--- src/rtl/sseg_pkg.sv ---
// Shared definitions for the seven-segment display scheduler.
//   DIGIT_W            : width of one requester value (four hex digits)
//   sseg_sched_state_e : scheduler FSM states (IDLE, SHOW)
package sseg_pkg;

  localparam int DIGIT_W = 16;

  typedef enum logic {
    IDLE = 1'b0,
    SHOW = 1'b1
  } sseg_sched_state_e;

endpackage

--- src/rtl/sseg_rr_pick.sv ---
// Combinational round-robin picker.
// Finds the first set bit of req_i at or after index ptr_i, wrapping
// modulo NUM_REQ.
//   req_i   : request vector
//   ptr_i   : search start index
//   pick_o  : one-hot selected requester (all-zero when none)
//   found_o : high when any request was found
module sseg_rr_pick
  import sseg_pkg::*;
#(
  parameter int NUM_REQ = 4,
  localparam int PTR_W  = $clog2(NUM_REQ)
) (
  input  logic [NUM_REQ-1:0] req_i,
  input  logic [PTR_W-1:0]   ptr_i,
  output logic [NUM_REQ-1:0] pick_o,
  output logic               found_o
);

  always_comb begin
    logic [PTR_W:0] sum;
    pick_o  = '0;
    found_o = 1'b0;
    sum     = '0;
    for (int i = 0; i < NUM_REQ; i++) begin
      // One spare bit keeps ptr + i from overflowing before the wrap.
      sum = {1'b0, ptr_i} + (PTR_W+1)'(i);
      if (sum >= (PTR_W+1)'(NUM_REQ)) begin
        sum = sum - (PTR_W+1)'(NUM_REQ);
      end
      if (!found_o && req_i[sum[PTR_W-1:0]]) begin
        pick_o[sum[PTR_W-1:0]] = 1'b1;
        found_o                = 1'b1;
      end
    end
  end

endmodule

--- src/rtl/sseg_sched.sv ---
// Time-sliced scheduler sharing one 4-digit seven-segment display among
// NUM_REQ requesters. Grants round-robin with a minimum hold of
// HOLD_CYCLES cycles and drives the digits bus of the sseg multiplexer.
//   clk, rst : clock, synchronous active-high reset
//   req      : per-requester level-sensitive display request
//   data     : requester i value at [16i+15:16i]
//   blink    : per-requester blink enable (blink build only)
//   grant    : one-hot display owner, zero when idle
//   digits   : value to the sseg digits input
//   blank    : display blank request
//   busy     : high while a requester owns the display
// Optional feature: define SSEG_SCHED_BLINK_EN to build the blink phase
// counter; otherwise blank is tied low and blink is ignored.
module sseg_sched
  import sseg_pkg::*;
#(
  parameter int                 NUM_REQ      = 4,
  parameter int                 HOLD_CYCLES  = 50_000_000,
  parameter int                 BLINK_CYCLES = 25_000_000,
  parameter logic [DIGIT_W-1:0] IDLE_DIGITS  = 16'h0000
) (
  input  logic                       clk,
  input  logic                       rst,
  input  logic [NUM_REQ-1:0]         req,
  input  logic [NUM_REQ*DIGIT_W-1:0] data,
  input  logic [NUM_REQ-1:0]         blink,
  output logic [NUM_REQ-1:0]         grant,
  output logic [DIGIT_W-1:0]         digits,
  output logic                       blank,
  output logic                       busy
);

  localparam int PTR_W = $clog2(NUM_REQ);
  localparam int CNT_W = $clog2(HOLD_CYCLES);

  sseg_sched_state_e   state_q, state_d;
  logic [NUM_REQ-1:0]  grant_q, grant_d;
  logic [DIGIT_W-1:0]  digits_q, digits_d;
  logic [CNT_W-1:0]    cnt_q, cnt_d;
  logic [PTR_W-1:0]    ptr_q, ptr_d;
  logic [PTR_W-1:0]    owner_q, owner_d;
  logic                grant_chg;

  logic [DIGIT_W-1:0]  data_arr [NUM_REQ];
  logic [NUM_REQ-1:0]  pick;
  logic                found;
  logic [PTR_W-1:0]    pick_ptr;
  logic [PTR_W-1:0]    pick_idx;
  logic                expire;
  logic                others;

  function automatic logic [PTR_W-1:0] next_idx(input logic [PTR_W-1:0] idx);
    if (idx == PTR_W'(NUM_REQ - 1)) return '0;
    return idx + PTR_W'(1);
  endfunction

  for (genvar g = 0; g < NUM_REQ; g++) begin : g_data
    assign data_arr[g] = data[g*DIGIT_W +: DIGIT_W];
  end

  // While showing, the next owner is searched from owner+1 so the current
  // owner is considered last; in IDLE the stored pointer is used.
  assign pick_ptr = (state_q == SHOW) ? next_idx(owner_q) : ptr_q;
  assign expire   = (cnt_q == CNT_W'(HOLD_CYCLES - 1));
  assign others   = |(req & ~grant_q);

  sseg_rr_pick #(
    .NUM_REQ (NUM_REQ)
  ) u_pick (
    .req_i   (req),
    .ptr_i   (pick_ptr),
    .pick_o  (pick),
    .found_o (found)
  );

  always_comb begin
    pick_idx = '0;
    for (int i = 0; i < NUM_REQ; i++) begin
      if (pick[i]) pick_idx = PTR_W'(i);
    end
  end

  always_comb begin
    state_d   = state_q;
    grant_d   = grant_q;
    digits_d  = digits_q;
    cnt_d     = cnt_q;
    ptr_d     = ptr_q;
    owner_d   = owner_q;
    grant_chg = 1'b0;
    case (state_q)
      IDLE: begin
        if (found) begin
          state_d   = SHOW;
          grant_d   = pick;
          owner_d   = pick_idx;
          digits_d  = data_arr[pick_idx];
          cnt_d     = '0;
          grant_chg = 1'b1;
        end
      end
      SHOW: begin
        cnt_d = cnt_q + CNT_W'(1);
        // Track live data only while the owner still requests; otherwise
        // the last sampled value stays frozen on the display.
        if (req[owner_q]) digits_d = data_arr[owner_q];
        if (expire) begin
          if (others) begin
            ptr_d     = next_idx(owner_q);
            grant_d   = pick;
            owner_d   = pick_idx;
            digits_d  = data_arr[pick_idx];
            cnt_d     = '0;
            grant_chg = 1'b1;
          end else if (req[owner_q]) begin
            cnt_d = '0;
          end else begin
            state_d   = IDLE;
            grant_d   = '0;
            digits_d  = IDLE_DIGITS;
            cnt_d     = '0;
            ptr_d     = next_idx(owner_q);
            grant_chg = 1'b1;
          end
        end
      end
      default: state_d = IDLE;
    endcase
  end

  always_ff @(posedge clk) begin
    if (rst) begin
      state_q  <= IDLE;
      grant_q  <= '0;
      digits_q <= IDLE_DIGITS;
      cnt_q    <= '0;
      ptr_q    <= '0;
      owner_q  <= '0;
    end else begin
      state_q  <= state_d;
      grant_q  <= grant_d;
      digits_q <= digits_d;
      cnt_q    <= cnt_d;
      ptr_q    <= ptr_d;
      owner_q  <= owner_d;
    end
  end

  assign grant  = grant_q;
  assign digits = digits_q;
  assign busy   = (state_q == SHOW);

`ifdef SSEG_SCHED_BLINK_EN
  localparam int BW = (BLINK_CYCLES > 1) ? $clog2(BLINK_CYCLES) : 1;

  logic [BW-1:0] bcnt_q, bcnt_d;
  logic          blank_q, blank_d;

  // Phase restarts low on every ownership change; it only advances while
  // the current owner asks for blinking.
  always_comb begin
    bcnt_d  = bcnt_q;
    blank_d = blank_q;
    if (grant_chg || (state_q == IDLE)) begin
      bcnt_d  = '0;
      blank_d = 1'b0;
    end else if (blink[owner_q]) begin
      if (bcnt_q == BW'(BLINK_CYCLES - 1)) begin
        bcnt_d  = '0;
        blank_d = ~blank_q;
      end else begin
        bcnt_d = bcnt_q + BW'(1);
      end
    end
  end

  always_ff @(posedge clk) begin
    if (rst) begin
      bcnt_q  <= '0;
      blank_q <= 1'b0;
    end else begin
      bcnt_q  <= bcnt_d;
      blank_q <= blank_d;
    end
  end

  assign blank = blank_q;
`else
  localparam int unused_blink_cycles = BLINK_CYCLES;
  logic unused_blink;
  assign unused_blink = ^{blink, grant_chg};
  assign blank        = 1'b0;
`endif

endmodule

--- config.mk ---
export PLATFORM = sky130hd
export DESIGN_NAME = sseg_sched
export DESIGN_NICKNAME = d
export VERILOG_FILES = /design/src/rtl/sseg_pkg.sv /design/src/rtl/sseg_rr_pick.sv /design/src/rtl/sseg_sched.sv
export SDC_FILE = /design/constraint.sdc
export NUM_CORES = 1
export LEC_CHECK = 0
export CORE_ASPECT_RATIO = 1.5
export CORE_MARGIN = 10
export CORE_UTILIZATION = 40
export CTS_BUF_LIST = sky130_fd_sc_hd__clkbuf_4
export DETAILED_ROUTE_END_ITERATION = 8
export HOLD_SLACK_MARGIN = 0.1
export PLACE_DENSITY = 0.67
export SKIP_CTS_REPAIR_TIMING = 1
export SYNTH_ARGS = -nofsm -noshare
export SYNTH_HDL_FRONTEND = slang
export SYNTH_SLANG_ARGS = --single-unit
--- constraint.sdc ---
create_clock -name clk -period 3.48 [get_ports clk]
set_input_delay 0.348 -clock clk [delete_from_list [all_inputs] [get_ports clk]]
set_output_delay 0.348 -clock clk [all_outputs]
set_load 0.005 [all_outputs]
==> impl_metrics.py <==
metrics = {
    "outcome": {
        "run_status": "completed",
    },
    "clock_network": {
        "clock_path_buffers": 2,
        "cts_tree": "yes",
        "clk_latency_ns": 0.41,
        "clkTransAtPathRegs_ns": 0.17,
        "htree_levels": 2,
        "numCtsBuffers": 5,
        "root_buffer": "clkbuf_4",
        "clock_sinks": 51,
    },
    "sta": {
        "tightest_slew_ns": 1.03,
        "period_needed_ns": 2.80,
        "slew_violations": 0,
        "finalHoldViolCount": 0,
        "setup_viol": 0,
        "clock_skew_ns": 0.0248,
        "fmax_mhz": 357,
        "period_share_pct": 80.5,
        "max-slew-margin-rel_pct": 31.6,
        "fin_setup_tns_ns": 0,
        "rsz0062_at_grt": "false",
    },
    "routing": {
        "route.detailed.drc": 0,
        "ant_nets": 0,
        "initialDrtViolationCount": 170,
        "vias_per_cell": 6.07,
        "first_pass_iters": 4,
        "drt-total-wl_mm": 12.7,
        "wl_per_cell_microns": 18.9,
        "vias": 4066,
    },
    "logic_synthesis": {
        "synth_top_area_share_pct": 26.2,
        "syn_avg_cell_area_sq_um": 8.10,
        "yosysWarnings": 0,
        "async_reset_ff_share_pct": 0,
        "synth-seq-cells": 51,
        "synthTopCellsByArea": "dfxtp_1 26%, mux4_2 9.8%, nand2_1 6.7%",
        "synthCells": 482,
        "yosysUniqueCellTypes": 62,
        "synth_ff_type": "dfxtp_1",
        "synth_most_common_cell": "nand2_1",
        "synth-edff-count": 0,
        "ys_seq_area_share_pct": 26.2,
        "yosys.area.top_type": "dfxtp_1",
        "synth_common_cells": "70 x nand2_1, 51 x dfxtp_1, 43 x nor2_1",
        "syn_nets": 558,
        "netlist_area_sq_mm": 0.00390,
    },
    "worst_setup_path": {
        "path_cells": "ha_1 > mux2i_1 > and2_1 > o211ai_2 > buf_4 > mux2i_1 > a221o_1 > o22ai_1",
        "cpMostUsedCell": "mux2i_1",
        "path_class": "flip-flop to flip-flop",
        "crit_path_start_kind": "flip-flop",
        "required_ns": 3.81,
        "cp_slowest_cell": "o211ai_2",
        "slowest_delay_ns": 0.61,
        "path_delay_family": "compound AO/OA/AOI/OAI gates",
        "cp.arrival_ns": 3.13,
        "path_buf_inv": 1,
        "endpoint_kind": "flip-flop",
        "crit_fanout": 17,
    },
    "place": {
        "portBuffers": 90,
        "gp_congestion": 0.878,
        "dpl.cell_count": 661,
        "dp_hpwl_mm": 9.44,
    },
    "layout": {
        "fin_cells": 670,
        "fin_nets": 629,
        "layout-drive-gt1-share_pct": 9.93,
        "area_delta_synth_final_pct": 25.7,
    },
    "global_route": {
        "track_usage_pct": 17.5,
        "grt_start_max_net_pins": 54,
        "grt_pass1_vias": 4141,
        "grt_pass1_wl_mm": 20.5,
        "antenna_found_initial": 1,
        "overflow": 0,
    },
    "worst_hold_path": {
        "hold_path_class": "flip-flop to flip-flop",
    },
    "pwr": {
        "ir_drop_uv": 164,
        "leakage_uw": 0.00182,
        "powerDensity_mw_per_mm2": 292,
    },
    "floorplanning": {
        "start_util_pct": 40.5,
        "coreArea_sq_mm": 0.00963,
        "row_count": 44,
        "dieArea_sq_mm": 0.0142,
        "die_y_microns": 141,
        "dieWidth_microns": 101,
        "io_pins": 96,
    },
    "run": {
        "maxCapViolations": 0,
    },
}
## worst register-to-register path: stages (launching register included)
cell,delay (ns)
dfxtp_1,0.36
ha_1,0.37
mux2i_1,0.17
and2_1,0.27
o211ai_2,0.61
buf_4,0.39
mux2i_1,0.12
a221o_1,0.32
o22ai_1,0.11
## registers in the layout, summed over array words and instances, names as in the netlist
name,cells
owner_q,2
busy,1
grant,4
cnt_q,26
ptr_q,2
digits,16
## placed cells by master (no fill, tap or decap), types with 2 or more instances in the layout
master           instances
clkdlybuf4s50_1         89
nand2_1                 70
dfxtp_1                 51
nor2_1                  43
a21oi_1                 39
and3_1                  24
mux2i_1                 18
a311oi_1                17
mux4_2                  17
nand3_1                 17
o22ai_1                 15
a221o_1                 14
buf_4                   14
a31oi_1                 10
o21ai_0                 10
nand3b_1                 8
inv_1                    7
nand2b_1                 7
or3_1                    6
clkbuf_4                 6
nor4_1                   5
nor3_1                   5
and2_1                   4
a21o_1                   4
a211oi_1                 3
a41oi_1                  3
or2_2                    2
mux2_2                   2
o211a_1                  2
o2bb2ai_1                2
o21ai_1                  2
and4_1                   2
nand4_1                  2
o21bai_1                 2
or4_1                    2
ha_1                     2
clkinv_4                 2
## layout make-up
type | count | area, sq um
Clock buffer | 6 | 45.0
Fill cell | 901 | 4730
Clock inverter | 2 | 17.5
Inverter | 8 | 42.5
Multi-Input combinational cell | 383 | 2630
Tap cell | 115 | 144
Antenna cell | 1 | 2.50
Sequential cell | 51 | 1020
Timing Repair Buffer | 104 | 1000
## cell families after synthesis
family | count (synthesis) | share of synthesized area, %
simple gates | 205 | 26.4
compound gates | 138 | 25.3
flops | 51 | 26.2
buf+inv | 48 | 6.44
mux | 37 | 15.0
fa+ha+maj | 2 | 0.641
other cells | 1 | 0.0961
## path summary, 6_finish.rpt
check	from	to	slack [ns]	depth (start not counted)
worst min register to register	grant[3]$_SDFFE_PP0P_	grant[3]$_SDFFE_PP0P_	0.48	2
worst max-delay path	owner_q[0]$_SDFFE_PP0P_	digits[0]$_SDFFE_PP0N_	0.68	8
worst min-delay path	grant[3]$_SDFFE_PP0P_	grant[3]$_SDFFE_PP0P_	0.48	2
worst max register to register	owner_q[0]$_SDFFE_PP0P_	digits[0]$_SDFFE_PP0N_	0.68	8
## power by group
group	switching (uW)	total, uW	internal, uW
clock	215	305	90.1
sequential	21.6	636	615
combinational	237	491	254
## stage by stage
step           hold WS (ns)  instance area, sq um  power [uW]  utilization, %  setup slack [ns]
2_1_floorplan         0.439                  3900         932               -              1.22
3_3_place_gp          0.454                  4840        1130            50.3             0.589
3_5_place_dp          0.460                  4840        1140            50.3             0.534
4_1_cts               0.482                  4900        1440            50.9             0.691
5_1_grt               0.513                  4910        1510            50.9             0.482
6_report              0.482                  4910        1430            50.9             0.677
## per-layer routing
| metal | vias up | track usage (%) | share of wire, % |
|---|---|---|---|
| li1 | 1977 | - | - |
| met1 | 1943 | 18.5 | 38 |
| met2 | 123 | 31.6 | 54 |
| met3 | 23 | 4.06 | 5.4 |
| met4 | 0 | 7.61 | 2.8 |
| met5 | - | 0 | 0 |
Power figures use the tool's default switching activity.
